**config.mk**
```make
export PLATFORM = sky130hd
export DESIGN_NAME = debounce_multi_flat
export DESIGN_NICKNAME = d
export VERILOG_FILES = /design/src/rtl/debounce_multi_if.sv /design/src/rtl/debounce_multi.sv /design/src/flat_wrapper.sv
export SDC_FILE = /design/constraint.sdc
export NUM_CORES = 1
export LEC_CHECK = 0
export CAP_MARGIN = 30
export CORE_UTILIZATION = 66
export DETAILED_ROUTE_END_ITERATION = 7
export DONT_BUFFER_PORTS = 1
export GPL_TIMING_DRIVEN = 0
export PLACE_DENSITY = 0.84
export SYNTH_ARGS = -nofsm -noshare
export SYNTH_HDL_FRONTEND = slang
export SYNTH_SLANG_ARGS = --single-unit
```
**constraint.sdc**
```tcl
create_clock -name clk -period 14.3 [get_ports clk]
set_clock_uncertainty 0.05 [all_clocks]
set_input_delay 2.145 -clock clk [delete_from_list [all_inputs] [get_ports clk]]
set_output_delay 2.145 -clock clk [all_outputs]
set_load 0.02 [all_outputs]
```
**src/rtl/debounce_multi_if.sv**
```systemverilog
// debounce_multi_if: raw button inputs and the debounced event outputs.
// master drives the raw buttons; slave is the debouncer.
interface debounce_multi_if #(
   parameter int CHANNELS = 4
);
   logic [CHANNELS-1:0] button_in;
   logic [CHANNELS-1:0] db_out;
   logic [CHANNELS-1:0] press_pulse;
   logic [CHANNELS-1:0] release_pulse;
   logic [CHANNELS-1:0] long_pulse;
   logic [CHANNELS-1:0] repeat_pulse;

   modport master (
      output button_in,
      input  db_out,
      input  press_pulse,
      input  release_pulse,
      input  long_pulse,
      input  repeat_pulse
   );

   modport slave (
      input  button_in,
      output db_out,
      output press_pulse,
      output release_pulse,
      output long_pulse,
      output repeat_pulse
   );
endinterface

```
**src/rtl/debounce_multi.sv**
```systemverilog
// debounce_multi: per-channel 2-FF sync, stability-count debounce,
// press/release pulses, long-press pulse and optional auto-repeat.
module debounce_multi #(
   parameter int CHANNELS      = 4,
   parameter int DB_CYCLES     = 500000,
   parameter int HOLD_CYCLES   = 50000000,
   parameter int REPEAT_CYCLES = 5000000,
   parameter int ACTIVE_LOW    = 0
) (
   input logic              clk,
   input logic              reset,
   debounce_multi_if.slave  bus
);

   localparam int CNT_W  = $clog2(DB_CYCLES);
   localparam int HMAX   = (HOLD_CYCLES > REPEAT_CYCLES) ?
                           HOLD_CYCLES : REPEAT_CYCLES;
   localparam int HOLD_W = $clog2(HMAX + 1);

   localparam logic [CNT_W-1:0]  CNT_LAST  = CNT_W'(DB_CYCLES - 1);
   localparam logic [HOLD_W-1:0] HOLD_LAST = HOLD_W'(HOLD_CYCLES - 1);
   localparam logic [HOLD_W-1:0] REP_LAST  = HOLD_W'(REPEAT_CYCLES - 1);

   // Idle raw level; the synchroniser resets to it so no phantom press.
   localparam logic IDLE = (ACTIVE_LOW != 0);

   typedef enum logic {
      PH_HOLD,
      PH_REPEAT
   } phase_e;

   logic [CHANNELS-1:0] sync1_q, sync1_d;
   logic [CHANNELS-1:0] sync2_q, sync2_d;
   logic [CHANNELS-1:0] s;

   logic [CNT_W-1:0]    cnt_q   [CHANNELS];
   logic [CNT_W-1:0]    cnt_d   [CHANNELS];
   logic [HOLD_W-1:0]   hold_q  [CHANNELS];
   logic [HOLD_W-1:0]   hold_d  [CHANNELS];
   phase_e              phase_q [CHANNELS];
   phase_e              phase_d [CHANNELS];

   logic [CHANNELS-1:0] db_q, db_d;
   logic [CHANNELS-1:0] press_q, press_d;
   logic [CHANNELS-1:0] rel_q, rel_d;
   logic [CHANNELS-1:0] long_q, long_d;
   logic [CHANNELS-1:0] rep_q, rep_d;
   logic [CHANNELS-1:0] accept;

   // Synchroniser inputs: plain two-stage shift of the raw buttons.
   always_comb begin
      sync1_d = bus.button_in;
      sync2_d = sync1_q;
   end

   // Polarity-normalised synchronised level: 1 means pressed.
   assign s = sync2_q ^ {CHANNELS{IDLE}};

   // Next-state logic for the debounce counter and the hold/repeat FSM.
   always_comb begin
      accept  = '0;
      db_d    = db_q;
      press_d = '0;
      rel_d   = '0;
      long_d  = '0;
      rep_d   = '0;
      for (int i = 0; i < CHANNELS; i++) begin
         cnt_d[i]   = cnt_q[i];
         hold_d[i]  = hold_q[i];
         phase_d[i] = phase_q[i];

         if (s[i] == db_q[i]) begin
            cnt_d[i] = '0;
         end else if (cnt_q[i] == CNT_LAST) begin
            cnt_d[i]   = '0;
            db_d[i]    = s[i];
            accept[i]  = 1'b1;
            press_d[i] = s[i];
            rel_d[i]   = ~s[i];
         end else begin
            cnt_d[i] = cnt_q[i] + 1'b1;
         end

         // Released, or on the press/release edge: rearm the hold phase.
         if (!db_q[i] || accept[i]) begin
            hold_d[i]  = '0;
            phase_d[i] = PH_HOLD;
         end else begin
            case (phase_q[i])
               PH_HOLD: begin
                  if (hold_q[i] == HOLD_LAST) begin
                     long_d[i]  = 1'b1;
                     hold_d[i]  = '0;
                     phase_d[i] = PH_REPEAT;
                  end else begin
                     hold_d[i] = hold_q[i] + 1'b1;
                  end
               end
               PH_REPEAT: begin
                  if (REPEAT_CYCLES == 0) begin
                     hold_d[i] = '0;
                  end else if (hold_q[i] == REP_LAST) begin
                     rep_d[i]  = 1'b1;
                     hold_d[i] = '0;
                  end else begin
                     hold_d[i] = hold_q[i] + 1'b1;
                  end
               end
               default: begin
                  hold_d[i]  = '0;
                  phase_d[i] = PH_HOLD;
               end
            endcase
         end
      end
   end

   // State registers; reset aborts any count or hold with no pulse.
   always_ff @(posedge clk or posedge reset) begin
      if (reset) begin
         sync1_q <= {CHANNELS{IDLE}};
         sync2_q <= {CHANNELS{IDLE}};
         db_q    <= '0;
         press_q <= '0;
         rel_q   <= '0;
         long_q  <= '0;
         rep_q   <= '0;
         for (int i = 0; i < CHANNELS; i++) begin
            cnt_q[i]   <= '0;
            hold_q[i]  <= '0;
            phase_q[i] <= PH_HOLD;
         end
      end else begin
         sync1_q <= sync1_d;
         sync2_q <= sync2_d;
         db_q    <= db_d;
         press_q <= press_d;
         rel_q   <= rel_d;
         long_q  <= long_d;
         rep_q   <= rep_d;
         for (int i = 0; i < CHANNELS; i++) begin
            cnt_q[i]   <= cnt_d[i];
            hold_q[i]  <= hold_d[i];
            phase_q[i] <= phase_d[i];
         end
      end
   end

   assign bus.db_out        = db_q;
   assign bus.press_pulse   = press_q;
   assign bus.release_pulse = rel_q;
   assign bus.long_pulse    = long_q;
   assign bus.repeat_pulse  = rep_q;

endmodule

```
**src/flat_wrapper.sv**
```systemverilog
// flat-port wrapper written by rule: the top's interface ports become plain ports
module debounce_multi_flat 
#(
   parameter int CHANNELS      = 4,
   parameter int DB_CYCLES     = 500000,
   parameter int HOLD_CYCLES   = 50000000,
   parameter int REPEAT_CYCLES = 5000000,
   parameter int ACTIVE_LOW    = 0
)
  (clk, reset, bus_button_in, bus_db_out, bus_press_pulse, bus_release_pulse, bus_long_pulse, bus_repeat_pulse);
  debounce_multi_if #(.CHANNELS(CHANNELS)) bus_i ();
  input logic clk;
  input logic reset;
  input wire logic [$bits(bus_i.button_in)-1:0] bus_button_in;
  output wire logic [$bits(bus_i.db_out)-1:0] bus_db_out;
  output wire logic [$bits(bus_i.press_pulse)-1:0] bus_press_pulse;
  output wire logic [$bits(bus_i.release_pulse)-1:0] bus_release_pulse;
  output wire logic [$bits(bus_i.long_pulse)-1:0] bus_long_pulse;
  output wire logic [$bits(bus_i.repeat_pulse)-1:0] bus_repeat_pulse;
  assign bus_i.button_in = bus_button_in;
  assign bus_db_out = bus_i.db_out;
  assign bus_press_pulse = bus_i.press_pulse;
  assign bus_release_pulse = bus_i.release_pulse;
  assign bus_long_pulse = bus_i.long_pulse;
  assign bus_repeat_pulse = bus_i.repeat_pulse;
  debounce_multi #(.CHANNELS(CHANNELS), .DB_CYCLES(DB_CYCLES), .HOLD_CYCLES(HOLD_CYCLES), .REPEAT_CYCLES(REPEAT_CYCLES), .ACTIVE_LOW(ACTIVE_LOW)) u_core (.clk(clk), .reset(reset), .bus(bus_i));
endmodule
```
==> results.toml <==
[status]
outcome = "finished clean"

[cells_and_area]
antennaDiodeCount = 0
stdcell_area_sq_um = 11300
syn_to_final_growth_pct = 9.82
nets = 1079
drive_gt1_frac = 0.0753

[synth]
synthTopCellsByArea = "dfrtp_1, nor2_1, xor2_1, xnor2_1, nand3_1"
syn_area_per_cell_sq_um = 9.94
ys_async_sr_fraction = 1.00
syn_nets = 1053
synth_top_area_frac = 0.516
yosys.area.top_type = "dfrtp_1"
synth_most_common_cell = "nor2_1"
ys_seq_area_frac = 0.516
synth_area_sq_um = 10300
ys_types = 53
netlist_top_cells_count = "nor2_1, dfrtp_1, xor2_1"
synth_edf_count = 0
synth_cells = 1035
ys.warnings.count = 0
synthFlopType = "dfrtp_1"
synth_seq_cells = 212

[floorplanning]
rows = 45
core-area_sq_um = 15200
fp.dieW_microns = 127
ios = 26
dieHeight_microns = 127
die_area_sq_um = 16100
initial_core_util = 0.677

[power_and_ir_drop]
vdd.ir_drop.worst_v = 0.0000836
pwr_density_cell_nw_per_um2 = 107
p_leak_nw = 4.52

[cts]
htreeDepth = 1
clockRootBuffer = "clkbuf_16"
cts_setup_buffers = 0
cts_buffers = 23
postCtsHoldBufs = 0
path_clk_slew_ns = 0.06
insertion_delay_ns = 0.50
cts_tree = "done"
cts_resized = 0
clock-sinks = 212
clk_path_buf_depth = 3

[sta]
fin_setup_tns_ns = 0
slew_headroom = 0.411
max_freq_mhz = 308
post-route-period-util = 0.227
layout_min_cycle_time_ns = 3.24
tightest_slew_ns = 0.876
timing.final.ws_setup_ns = 11.06
slew_viol_final = 0
hold_viol = 0
whs_ns = 0.302
grt_setup_unrepaired = "no"
finalSetupViolations = 0

[global_route]
grt_max_degree = 113
grt_antenna_before_repair = 0
grt_overflow_total = 0
grt_pass1_vias = 7269
grt.total_usage = 0.255
grt_pass1_wl_microns = 33900

[drt]
vias = 7385
post-route-drc-count = 0
dr.pass1.iters = 5
via_per_inst = 5.84
detail-route-antenna-nets = 0
wl_per_cell_microns = 15.3
drt_wl_total_microns = 19400
dr.first_iter.drc_count = 556

[critical_path]
worstSetupPathType = "register to primary output"
required_ns = 12.10
critPathCaptureType = "primary output"
crit_cells = 0
r2r_slack_ns = 11.82
start_kind = "register"
r2r_cells = 7
worstPathArrival_ns = 1.05
critical_path.max_fanout = 6

[placement]
place.gp.congestion = 0.917
port_buffers = 0
place_area_sq_um = 10600
hpwl_microns = 12800
dp_slack_ns = 11.10

[worst_hold_path]
whs_path_depth = 0
hold_class = "register to register"

[job]
maxCapViolCount = 0
## cells by family (layout without fill, tap and decap cells)
group	Yosys count	after routing	synth area share
DFF	212	212	0.516
AOI/OAI and AO/OA	15	15	0.0124
adders and majority gates	12	12	0.0146
xor gates and xnor gates	167	167	0.142
muxes	1	1	0.00109
buffers and inverters	35	76	0.0175
and+or+nand+nor	593	593	0.297
## power by group
group / internal (mW) / leakage, nW / switching, mW
combinational: 0.00450 / 1.22 / 0.0166
clock: 0.347 / 0.358 / 0.229
sequential: 0.604 / 2.93 / 0.00439
## flip-flops by register name, summed over array words and instances (netlist names)
name                      cells
u_core.hold_q               104
u_core.cnt_q                 76
u_core.bus.db_out             4
u_core.bus.long_pulse         4
u_core.bus.press_pulse        4
u_core.bus.release_pulse      4
u_core.bus.repeat_pulse       4
u_core.phase_q                4
u_core.s                      4
u_core.sync1_q                4
## path summary, 6_finish.rpt
check | startpoint | end
max | u_core.bus.db_out[3] | bus_db_out[3]
min | u_core.sync1_q[1] | u_core.s[1]
max reg2reg | u_core.cnt_q[0] | u_core.hold_q[23]
min reg2reg | u_core.sync1_q[1] | u_core.s[1]
max in group asynchronous | reset | u_core.hold_q[26]
min in group asynchronous | reset | u_core.hold_q[20]
## layout by cell type (no fill, tap or decap), types with 3 or more instances in the layout
cell type,n
nand3_1,79
nor4b_1,5
and3_1,17
nand2b_1,7
nand4_1,46
a21oi_1,3
and4_1,15
nor3_1,40
nand2_1,75
ha_1,12
or2_2,5
clkinvlp_4,3
or4b_2,3
xnor2_1,80
and2_1,4
clkbuf_16,23
nor4_1,26
or3_1,3
nor2_1,225
buf_2,9
clkbuf_8,3
clkbuf_1,8
buf_4,3
o21ai_0,3
or4_1,8
dfrtp_1,212
nor4_2,3
xor2_1,87
nand4b_1,6
clkinv_2,5
inv_1,15
nor3b_1,8
## cell type report
class                   count  area (sq um)
fillers                  1051          3910
clock buffers              30           632
clock inverters            10           108
multi-input cells         788          4800
plain buffers              19           120
well taps                 188           235
flip-flops and latches    212          5310
repair buffers              1          27.5
inverters                  16          67.6
## through the flow
step | total power [mW] | utilization | instances
after floorplan | 0.634 | - | 1035
after global placement | 0.639 | 0.692 | 1223
after detailed placement | 0.641 | 0.694 | 1224
after CTS | 1.22 | 0.743 | 1264
after global routing | 1.25 | 0.743 | 1264
final | 1.21 | 0.743 | 1264
## layer usage
metal	vias up	part of all wire	track usage
li1	3611	-	-
met1	3590	0.47	0.363
met2	153	0.47	0.413
met3	31	0.038	0.0367
met4	0	0.021	0.0665
met5	-	0	0
Note: power is estimated with default switching activity, not from simulation.
